### src/rtl/el2_pkg.sv
// Shared types for the ICCM access controller: FSM states, size encodings and
// the ECC-protected ICCM write payload.
package el2_pkg;

   localparam int unsigned DATA_W = 32;
   localparam int unsigned ECC_W  = 7;

   typedef enum logic [2:0] {
      IDLE    = 3'd0,
      RD      = 3'd1,
      RD_WAIT = 3'd2,
      RMW_RD  = 3'd3,
      RMW_WR  = 3'd4,
      WR      = 3'd5,
      CORR_WR = 3'd6,
      RSP     = 3'd7
   } iccm_state_e;

   localparam logic [2:0] WR_SIZE_WORD  = 3'b010;
   localparam logic [2:0] WR_SIZE_DWORD = 3'b011;

   localparam logic [1:0] SZ_BYTE  = 2'd0;
   localparam logic [1:0] SZ_HALF  = 2'd1;
   localparam logic [1:0] SZ_WORD  = 2'd2;
   localparam logic [1:0] SZ_DWORD = 2'd3;

   typedef struct packed {
      logic [ECC_W-1:0]  ecc1;
      logic [DATA_W-1:0] data1;
      logic [ECC_W-1:0]  ecc0;
      logic [DATA_W-1:0] data0;
   } iccm_wr_data_t;

   // Address is misaligned when any bit below the access size is set.
   function automatic logic is_misaligned(input logic [2:0] lo, input logic [1:0] size);
      logic mis;
      case (size)
         SZ_BYTE: mis = 1'b0;
         SZ_HALF: mis = lo[0];
         SZ_WORD: mis = |lo[1:0];
         default: mis = |lo;
      endcase
      return mis;
   endfunction

endpackage

### src/rtl/el2_iccm_ecc_gen.sv
// 32-bit SECDED encoder: six Hamming check bits over codeword positions 1..38
// (checks at powers of two) plus an overall parity bit.
module el2_iccm_ecc_gen
   import el2_pkg::*;
(
   input  logic [DATA_W-1:0] data_i,
   output logic [ECC_W-1:0]  ecc_o
);

   logic [5:0] hamming_c;

   // Walk codeword positions, skipping check-bit slots, and fold each data bit
   // into every check bit whose index is set in its position.
   always_comb begin
      logic [4:0] didx;
      logic [5:0] pb;
      hamming_c = '0;
      didx      = '0;
      pb        = '0;
      for (int pos = 1; pos <= 38; pos++) begin
         pb = 6'(pos);
         if ((pb & (pb - 6'd1)) != 6'd0) begin
            hamming_c = hamming_c ^ ({6{data_i[didx]}} & pb);
            didx      = didx + 5'd1;
         end
      end
   end

   assign ecc_o = {^{data_i, hamming_c}, hamming_c};

endmodule

### src/rtl/el2_ifu_iccm_access_ctrl.sv
// ICCM access controller: serialises read/write requests onto the ICCM port,
// handles sub-word writes by read-modify-write and scrubs single-bit ECC errors.
module el2_ifu_iccm_access_ctrl
   import el2_pkg::*;
#(
   parameter int unsigned ICCM_BITS = 16
) (
   input  logic                 clk,
   input  logic                 rst,
   input  logic                 req_valid,
   output logic                 req_ready,
   input  logic                 req_write,
   input  logic [ICCM_BITS-1:0] req_addr,
   input  logic [1:0]           req_size,
   input  logic [63:0]          req_wdata,
   output logic                 rsp_valid,
   input  logic                 rsp_ready,
   output logic [63:0]          rsp_rdata,
   output logic                 rsp_err,
   output logic                 iccm_rden,
   output logic                 iccm_wren,
   output logic [ICCM_BITS-1:1] iccm_rw_addr,
   output logic [2:0]           iccm_wr_size,
   output logic [77:0]          iccm_wr_data,
   output logic                 iccm_buf_correct_ecc,
   output logic                 iccm_correction_state,
   input  logic [63:0]          iccm_rd_data,
   input  logic                 iccm_rd_ecc_single_err,
   input  logic                 iccm_rd_ecc_double_err
);

   iccm_state_e state_q, state_d;
   logic        phase_q, phase_d;
   logic [1:0]  off_q, off_d;
   logic [1:0]  size_q, size_d;
   logic [15:0] wdata_q, wdata_d;

   logic                 req_ready_q, req_ready_d;
   logic                 rsp_valid_q, rsp_valid_d;
   logic [63:0]          rsp_rdata_q, rsp_rdata_d;
   logic                 rsp_err_q, rsp_err_d;
   logic                 rden_q, rden_d;
   logic                 wren_q, wren_d;
   logic [ICCM_BITS-1:1] rw_addr_q, rw_addr_d;
   logic [2:0]           wr_size_q, wr_size_d;
   iccm_wr_data_t        wr_data_q, wr_data_d;
   logic                 buf_corr_q, buf_corr_d;
   logic                 corr_state_q, corr_state_d;

   logic [31:0]      merged_c;
   logic [63:0]      wr_src_c;
   logic [ECC_W-1:0] ecc0_c, ecc1_c;
   iccm_wr_data_t    wr_enc_c;

   // Write payload source; the addressed word of a word-aligned read returns in bits [31:0].
   always_comb begin
      merged_c = iccm_rd_data[31:0];
      if (size_q == SZ_BYTE) begin
         merged_c[{off_q, 3'b000} +: 8] = wdata_q[7:0];
      end else begin
         merged_c[{off_q[1], 4'b0000} +: 16] = wdata_q;
      end
      case (state_q)
         RD_WAIT: wr_src_c = iccm_rd_data;
         RMW_RD:  wr_src_c = {2{merged_c}};
         default: wr_src_c = (req_size == SZ_DWORD) ? req_wdata : {2{req_wdata[31:0]}};
      endcase
   end

   el2_iccm_ecc_gen u_ecc_lo (.data_i(wr_src_c[31:0]),  .ecc_o(ecc0_c));
   el2_iccm_ecc_gen u_ecc_hi (.data_i(wr_src_c[63:32]), .ecc_o(ecc1_c));

   assign wr_enc_c = {ecc1_c, wr_src_c[63:32], ecc0_c, wr_src_c[31:0]};

   always_comb begin
      state_d      = state_q;
      phase_d      = phase_q;
      off_d        = off_q;
      size_d       = size_q;
      wdata_d      = wdata_q;
      req_ready_d  = 1'b0;
      rsp_valid_d  = rsp_valid_q;
      rsp_rdata_d  = rsp_rdata_q;
      rsp_err_d    = rsp_err_q;
      rden_d       = 1'b0;
      wren_d       = 1'b0;
      buf_corr_d   = 1'b0;
      corr_state_d = 1'b0;
      rw_addr_d    = rw_addr_q;
      wr_size_d    = wr_size_q;
      wr_data_d    = wr_data_q;

      case (state_q)
         IDLE: begin
            req_ready_d = 1'b1;
            if (req_valid && req_ready_q) begin
               req_ready_d = 1'b0;
               off_d       = req_addr[1:0];
               size_d      = req_size;
               wdata_d     = req_wdata[15:0];
               rsp_rdata_d = '0;
               rsp_err_d   = 1'b0;
               rw_addr_d   = req_addr[ICCM_BITS-1:1];
               if (is_misaligned(req_addr[2:0], req_size)) begin
                  state_d     = RSP;
                  rsp_valid_d = 1'b1;
                  rsp_err_d   = 1'b1;
               end else if (!req_write) begin
                  state_d = RD;
                  rden_d  = 1'b1;
               end else if (req_size == SZ_WORD || req_size == SZ_DWORD) begin
                  state_d   = WR;
                  wren_d    = 1'b1;
                  wr_size_d = (req_size == SZ_DWORD) ? WR_SIZE_DWORD : WR_SIZE_WORD;
                  wr_data_d = wr_enc_c;
               end else begin
                  state_d   = RMW_RD;
                  phase_d   = 1'b0;
                  rden_d    = 1'b1;
                  rw_addr_d = {req_addr[ICCM_BITS-1:2], 1'b0};
               end
            end
         end
         RD: state_d = RD_WAIT;
         RD_WAIT: begin
            if (iccm_rd_ecc_double_err) begin
               state_d     = RSP;
               rsp_valid_d = 1'b1;
               rsp_err_d   = 1'b1;
               rsp_rdata_d = '0;
            end else if (iccm_rd_ecc_single_err) begin
               state_d      = CORR_WR;
               rsp_rdata_d  = iccm_rd_data;
               wren_d       = 1'b1;
               buf_corr_d   = 1'b1;
               corr_state_d = 1'b1;
               wr_size_d    = WR_SIZE_DWORD;
               wr_data_d    = wr_enc_c;
            end else begin
               state_d     = RSP;
               rsp_valid_d = 1'b1;
               rsp_rdata_d = iccm_rd_data;
            end
         end
         // Phase 0 drives the read strobe, phase 1 samples and merges.
         RMW_RD: begin
            phase_d = 1'b1;
            if (phase_q) begin
               phase_d = 1'b0;
               if (iccm_rd_ecc_double_err) begin
                  state_d     = RSP;
                  rsp_valid_d = 1'b1;
                  rsp_err_d   = 1'b1;
               end else begin
                  state_d   = RMW_WR;
                  wren_d    = 1'b1;
                  wr_size_d = WR_SIZE_WORD;
                  wr_data_d = wr_enc_c;
               end
            end
         end
         RMW_WR, WR, CORR_WR: begin
            state_d     = RSP;
            rsp_valid_d = 1'b1;
         end
         RSP: begin
            if (rsp_ready) begin
               state_d     = IDLE;
               rsp_valid_d = 1'b0;
               rsp_err_d   = 1'b0;
               rsp_rdata_d = '0;
               req_ready_d = 1'b1;
            end
         end
         default: state_d = IDLE;
      endcase
   end

   always_ff @(posedge clk or posedge rst) begin
      if (rst) begin
         state_q      <= IDLE;
         phase_q      <= 1'b0;
         off_q        <= '0;
         size_q       <= '0;
         wdata_q      <= '0;
         req_ready_q  <= 1'b0;
         rsp_valid_q  <= 1'b0;
         rsp_rdata_q  <= '0;
         rsp_err_q    <= 1'b0;
         rden_q       <= 1'b0;
         wren_q       <= 1'b0;
         rw_addr_q    <= '0;
         wr_size_q    <= '0;
         wr_data_q    <= '0;
         buf_corr_q   <= 1'b0;
         corr_state_q <= 1'b0;
      end else begin
         state_q      <= state_d;
         phase_q      <= phase_d;
         off_q        <= off_d;
         size_q       <= size_d;
         wdata_q      <= wdata_d;
         req_ready_q  <= req_ready_d;
         rsp_valid_q  <= rsp_valid_d;
         rsp_rdata_q  <= rsp_rdata_d;
         rsp_err_q    <= rsp_err_d;
         rden_q       <= rden_d;
         wren_q       <= wren_d;
         rw_addr_q    <= rw_addr_d;
         wr_size_q    <= wr_size_d;
         wr_data_q    <= wr_data_d;
         buf_corr_q   <= buf_corr_d;
         corr_state_q <= corr_state_d;
      end
   end

   assign req_ready             = req_ready_q;
   assign rsp_valid             = rsp_valid_q;
   assign rsp_rdata             = rsp_rdata_q;
   assign rsp_err               = rsp_err_q;
   assign iccm_rden             = rden_q;
   assign iccm_wren             = wren_q;
   assign iccm_rw_addr          = rw_addr_q;
   assign iccm_wr_size          = wr_size_q;
   assign iccm_wr_data          = wr_data_q;
   assign iccm_buf_correct_ecc  = buf_corr_q;
   assign iccm_correction_state = corr_state_q;

endmodule

### config.mk
export PLATFORM = sky130hd
export DESIGN_NAME = el2_ifu_iccm_access_ctrl
export DESIGN_NICKNAME = d
export VERILOG_FILES = /design/src/rtl/el2_pkg.sv /design/src/rtl/el2_iccm_ecc_gen.sv /design/src/rtl/el2_ifu_iccm_access_ctrl.sv
export SDC_FILE = /design/constraint.sdc
export NUM_CORES = 1
export LEC_CHECK = 0
export ABC_AREA = 1
export CORE_AREA = 3 3 221 223
export DETAILED_ROUTE_END_ITERATION = 16
export DIE_AREA = 0 0 224 226
export GPL_ROUTABILITY_DRIVEN = 0
export PLACE_DENSITY = 0.54
export SLEW_MARGIN = 40
export SYNTH_ARGS = -nofsm -noshare
export SYNTH_HDL_FRONTEND = slang
export SYNTH_SLANG_ARGS = --single-unit
### constraint.sdc
create_clock -name clk -period 14 [get_ports clk]
set_input_delay 2.1 -clock clk [delete_from_list [all_inputs] [get_ports clk]]
set_output_delay 2.1 -clock clk [all_outputs]
set_load 0.01 [all_outputs]
* Word level (Yosys, flattened, before mapping)
Index checks and enable logic that the tools add are counted.
Word-level totals: output and inout port bits 167, input port bits 153, word-level logic and storage cells 212, bits in registers 190
Operators by class: equal/unequal tests 23, bitwise operators 62, shift-type cells 4, add/subtract/negate cells 2, reductions and logical operators 22, multiplexer cells 81
Operator list (number):
- 2-to-1 mux 78 bit | 8
- 2-to-1 mux 64 bit | 4
- case mux 78 bit (3 select lines) | 1
- case mux 64 bit (3 select lines) | 1
- XOR 6 x 5 -> 6 bit | 30
- case mux 64 bit (2 select lines) | 1
- XOR 6 x 4 -> 6 bit | 14
- XOR reduction 38 bit | 2
- XOR 6 bit | 12
- bitwise mux 32 bit | 2
- 2-to-1 mux 3 bit | 14
- 2-to-1 mux 1 bit | 40
- 2-to-1 mux 32 bit | 1
- variable shift 16 x 7 -> 32 bit (first input constant) | 1
- variable shift 8 x 7 -> 32 bit (first input constant) | 1
- variable part select 16 x 7 -> 32 bit | 1
- variable part select 8 x 7 -> 32 bit | 1
- inequality test 2 bit (second input constant) | 12
- XOR 6 x 3 -> 6 bit | 4
- case mux 3 bit (6 select lines) | 1
- negator 5 -> 7 bit | 2
- == test 3 bit (second input constant) | 4
- case mux 3 bit (3 select lines) | 1
- AND reduction 9 bit | 1
- other kinds (26) | 35

* Depth between registers and ports, before layout
word-level depth 42, depth in mapped cells 30, depth with buffers taken out 29

* Modules after synthesis
From an unflattened synthesis, not the netlist that was laid out.
Unflattened totals: cell total of the unflattened synthesis 2177, area, all modules 13505.5 µm²
Modules (own cells, without submodules):
- el2_ifu_iccm_access_ctrl | times used 1, cells each 1489, sequential area each 4729.5 µm², area each 10397.5 µm²
- el2_iccm_ecc_gen | times used 2, cells each 344, sequential area each 0.0 µm², area each 1554.0 µm²

* Least setup slack after synthesis
OpenSTA, ideal clock, no wires.
path kind input-to-reg, start point in req_size[0], end point reg wr_data_q, in the netlist iccm_wr_data[77], path buffers 2, setup time 0.117 ns, stages 22, required time 13.883 ns, path slack 9.824 ns, data arrival time 4.059 ns, cells stage by stage buf_4 -> nand2_4 -> buf_6 -> or2_2 -> nand2_1 -> nand2_1 -> nor2_2 -> nand2_1 -> nand2_1 -> nand2_1 -> nand2_1 -> inv_1 -> xor2_1 -> nand3b_1 -> nand2_1 -> nand2_1 -> nand3_1 -> nand2_1 -> nand2_1 -> nand2_1 -> nand2_1 -> nand2_1
On the way: word-level cells in the longest chain between the ends 40, elaborated cells on any way between the ends 54, classes of those cells 5 x eq/ne; 14 x mux; 31 x bitwise; 4 x reduce/logical
RTL lines:
- start, declared | RTL line el2_ifu_iccm_access_ctrl.sv:14 | input logic [1:0] req_size,
- == test 2 bit | RTL line el2_ifu_iccm_access_ctrl.sv:66, el2_ifu_iccm_access_ctrl.sv:111
- 2-to-1 mux 64 bit | RTL line el2_ifu_iccm_access_ctrl.sv:66 | default: wr_src_c = (req_size == SZ_DWORD) ? req_wdata : {2{req_wdata[31:0]}};
- case mux 64 bit (2 select lines) | RTL line el2_ifu_iccm_access_ctrl.sv:63 | case (state_q)
- XOR 2 x 3 -> 3 bit | RTL line el2_iccm_ecc_gen.sv:23 | hamming_c = hamming_c ^ ({6{data_i[didx]}} & pb);
- XOR 6 x 3 -> 6 bit (2 in a row) | RTL line el2_iccm_ecc_gen.sv:23
- XOR 6 x 4 -> 6 bit (7 in a row) | RTL line el2_iccm_ecc_gen.sv:23
- XOR 6 x 5 -> 6 bit (15 in a row) | RTL line el2_iccm_ecc_gen.sv:23
- XOR 6 bit (6 in a row) | RTL line el2_iccm_ecc_gen.sv:23
- XOR reduction 38 bit | RTL line el2_iccm_ecc_gen.sv:29 | assign ecc_o = {^{data_i, hamming_c}, hamming_c};
- 2-to-1 mux 78 bit | RTL line el2_ifu_iccm_access_ctrl.sv:111 | end else if (req_size == SZ_WORD || req_size == SZ_DWORD) begin
- 2-to-1 mux 78 bit | RTL line el2_ifu_iccm_access_ctrl.sv:108 | end else if (!req_write) begin
- 2-to-1 mux 78 bit | RTL line el2_ifu_iccm_access_ctrl.sv:104 | if (is_misaligned(req_addr[2:0], req_size)) begin
- 2-to-1 mux 78 bit | RTL line el2_ifu_iccm_access_ctrl.sv:96 | if (req_valid && req_ready_q) begin
- case mux 78 bit (3 select lines) | RTL line el2_ifu_iccm_access_ctrl.sv:93 | case (state_q)
- end signal, assigned | RTL line el2_ifu_iccm_access_ctrl.sv:211 | wr_data_q <= wr_data_d;
- end, declared | RTL line el2_ifu_iccm_access_ctrl.sv:46 | iccm_wr_data_t wr_data_q, wr_data_d;
Several ways; a longest one is shown, not always the timed one. The select of a mux whose other input is x is not followed. A chain may end at the register's enable or synchronous reset.

* Worst setup path in the final report
start point in req_size[1], end point reg wr_data_q, in the netlist iccm_wr_data[77]
Same word-level chain as after synthesis.

==> impl_results.md <==
- Avg Cell Area, Syn: about 6 µm²
- Worst-Margin Slew: around 0.86 ns
- Post-CTS setup buffers: 0
- Final WL: 62800 µm
- Internal power: ~0.0023 W
- Largest net degree at the start of global routing: ~110
- Complex-gate fraction of the synthesized area: 0.112
- Switching share of power: 0.563
- Hpwl dp: about 50000 µm
- Setup crit start kind: input port
- Clock Path Buffers: 2
- Sequential area share after synthesis: 0.347
- Top Metal Used: met5
- Fin crit period: ~5.3 ns
- Synth Flop Type: dfrtp_1
- Area share of the leading cell type in the synthesized netlist: 0.347
- Total core area: roughly 47000 µm²
- FMAX: ~0.19 GHz
- Worst Clk Skew: about 0.018 ns
- Met2 WL: ~28000 µm
- CP max stage cell: clkdlybuf4s50_1
- Number of buffer and inverter stages on the critical path: 4
- Multiplexer area fraction after synthesis: 0
- Detailed-route vias per instance: about 5.0
- Yosys warning count: 0
- Ranking of synthesized cells by area: dfrtp_1 (35%), nand2_1 (28%), nand3_1 (7.8%)
- Worst-path cell chain: clkdlybuf4s50_1, nand2_4, inv_2, nand2_4, inv_2, o21ai_1, nand2_1, nand2_1, nand2_2, nand3_1, nand2_1, nand2_1, nand2_1, nand2_1, nand2_1, nand2_1, nand2_1, nand3_1, nand2_1, inv_1, nand2_1, nand2_1, nand2_1, nand2_1
- Post-CTS sizing: 0
- CTS Hold Bufs: 0
- Pwr Density: a little under 300 nW/µm²
- Final core utilization: 0.382
- Post-synth cell types: slightly above 50
- Setup-failing EPs final: 0
- Net Sw Power: a little under 0.003 W
- Worst slew margin: 0.427
- Sequential fraction of design power: 0.173
- Comb power frac: 0.727
- CTS tree: done
- GRT Total Usage: 0.246
- H-Tree Depth: 4
- Die extent in y: 226 µm
- Number of flops mapped to enable cells by yosys: 0
- CP Capture Type: register
- Number of global-route vias before repair: 14900
- Unrepaired setup endpoints after global routing: no
- Mapped Area: approximately 14000 µm²
- Synthesis-to-finish area growth: 30.8%
- Multi-input combinational cell area: between 7000 and 8000 µm²
- WL met3: just over 6000 µm
- MaxCap Viol Count: 0
- Clock buffer count from CTS: 17
- DRT iter0 DRCs: 1514
- # IOs: 320
- Crit path DAT: about 5.7 ns
- CTS Root Buffer Type: clkbuf_16
- Fin crit share: 0.380
- Post-synthesis cell count: about 2200
- Async set-reset flop share out of synthesis: 1.00
- Worst-path clk slew: ~0.07 ns
- Fraction of synthesized cell area in xor and xnor cells: 0.0127
- Main combinational cell family by area after synthesis: simple AND/OR/NAND/NOR gates
- TNS Setup: 0 ns
- Via count: 15600
- Floorplan row count: 79
- Wl on met1: about 26000 µm
- Port Buf Inserts: ~320
- FF+latch area: roughly 4700 µm²
- CP max FO: 23
- Syn_nets: ~2400
- Final WS setup: between 8 and 9 ns
- Crit path largest cell delay: roughly 0.8 ns
- Status: complete, no violations
- Layout cells sized above 1: 0.0454
- CP required: ~14 ns
- Detail Route Antenna Nets: 0
- Final Hold Viols: 0
- Nets: about 2700
- Adder-Cell Fraction of Synth Area: 0.00367
- Average wire per standard cell: between 20 and 25 µm
- First-pass GRT wire length: just over 90000 µm
- Commonest non-fill, non-tap cell in the layout: nand2_1
- Crit path top cell by count: nand2_1
- CP Class: in2reg
- Drt first pass iters: 6
- Leading area contributor after synthesis: dfrtp_1
- Placed insts: roughly 3000
- Die Area: 50600 µm²
- Initial Util: 0.292
- Register bit total from synthesis: roughly 190
- Maximum vdd drop: ~0.00013 V
- Sink Count: ~190
- Simple-gate share of the synthesized area: 0.418
- Leakage: between 9 and 10 nW
- Initial antenna violation count: 8
- Slew Limit Fails: 0
- Skew-Pair Late Insertion Delay: 0.50 ns
- Clock power frac: 0.100
- Worst slack, placed: around 8 ns
- Final non-filler cell total: around 3100
- Hold WC Path Type: reg2reg
- Critical path's top delay family: simple AND/OR/NAND/NOR gates
- Grt ovf: 0
- Die Width: between 200 and 250 µm
- Most frequent cells in the layout: nand2_1 (1000), clkdlybuf4s50_1 (318), inv_1 (237)
- Fillers: approximately 5000
- DR DRC count: 0
## power groups by stage
| stage | sequential, W | clock (W) | combinational, W |
|---|---|---|---|
| after floorplan | 0.000939 | 0 | 0.00248 |
| final | 0.000902 | 0.000521 | 0.00379 |
| after CTS | 0.000901 | 0.000536 | 0.00374 |
| after global placement | 0.000908 | 0 | 0.00367 |
| after global routing | 0.000927 | 0.000558 | 0.00425 |
| after detailed placement | 0.000908 | 0 | 0.00372 |
## synthesized netlist by cell type (all sizes together) (5+ instances only)
master	instances
nand3b	5
or2	9
nor2	143
buf	40
o22ai	32
o21ai	151
dfrtp	189
inv	255
a21oi	61
o211ai	7
a31oi	8
xor2	10
nand3	217
clkbuf	44
nand4	5
xnor2	8
nand2	1018
## sequential cells by signal (all words and copies together) (netlist names)
signal	cells
rsp_valid	1
iccm_wren	1
wdata_q	16
iccm_correction_state	1
rsp_err	1
iccm_wr_size	2
rsp_rdata	64
off_q	2
phase_q	1
iccm_rw_addr	15
size_q	2
iccm_rden	1
req_ready	1
state_q	3
iccm_wr_data	78
## cell type report
class | count | share of cell area
Antenna cell | 4 | 0.000561
Clock buffer | 19 | 0.0243
Clock inverter | 13 | 0.00862
Inverter | 258 | 0.0548
Multi-Input combinational cell | 1700 | 0.419
Sequential cell | 189 | 0.265
Tap cell | 607 | 0.0425
Timing Repair Buffer | 331 | 0.185
## per-layer routing
metal | up-vias | global-route usage
met5 | - | 0
li1 | 7533 | -
met2 | 791 | 0.392
met3 | 107 | 0.0663
met4 | 6 | 0.0885
met1 | 7138 | 0.323
## metrics by stage
step | total power (W) | hold slack (ns) | instance area (µm²)
2_1_floorplan | 0.00342 | 0.464 | 13600
3_3_place_gp | 0.00458 | 0.455 | 17200
3_5_place_dp | 0.00463 | 0.464 | 17200
4_1_cts | 0.00517 | 0.483 | 17800
5_1_grt | 0.00574 | 0.493 | 17800
6_report | 0.00521 | 0.478 | 17800
## worst paths after layout
check                           startpoint                to  slack, ns  cells after the start
min reg2reg                iccm_rw_addr[4]   iccm_rw_addr[4]       0.48                      2
min in group asynchronous              rst  iccm_wr_data[18]       2.11                      2
max in group asynchronous              rst     rsp_rdata[35]      10.04                      4
max reg2reg                       off_q[1]  iccm_wr_data[38]       9.27                     25
max                            req_size[1]  iccm_wr_data[77]       8.68                     24
min                        iccm_rw_addr[4]   iccm_rw_addr[4]       0.48                      2
## kinds of logic after synthesis
family | count (synthesis)
other | 1
xor gates and xnor gates | 18
and+or+nand+nor | 1400
DFF | 189
buffers and inverters | 342
adders and majority gates | 4
AOI/OAI and AO/OA | 277
## tightest hold or removal path: stages (launching register included)
cell and delay, ns:
dfrtp_1 0.35, nand2_1 0.06, nand2_1 0.04
Power figures use the tool's default switching activity.
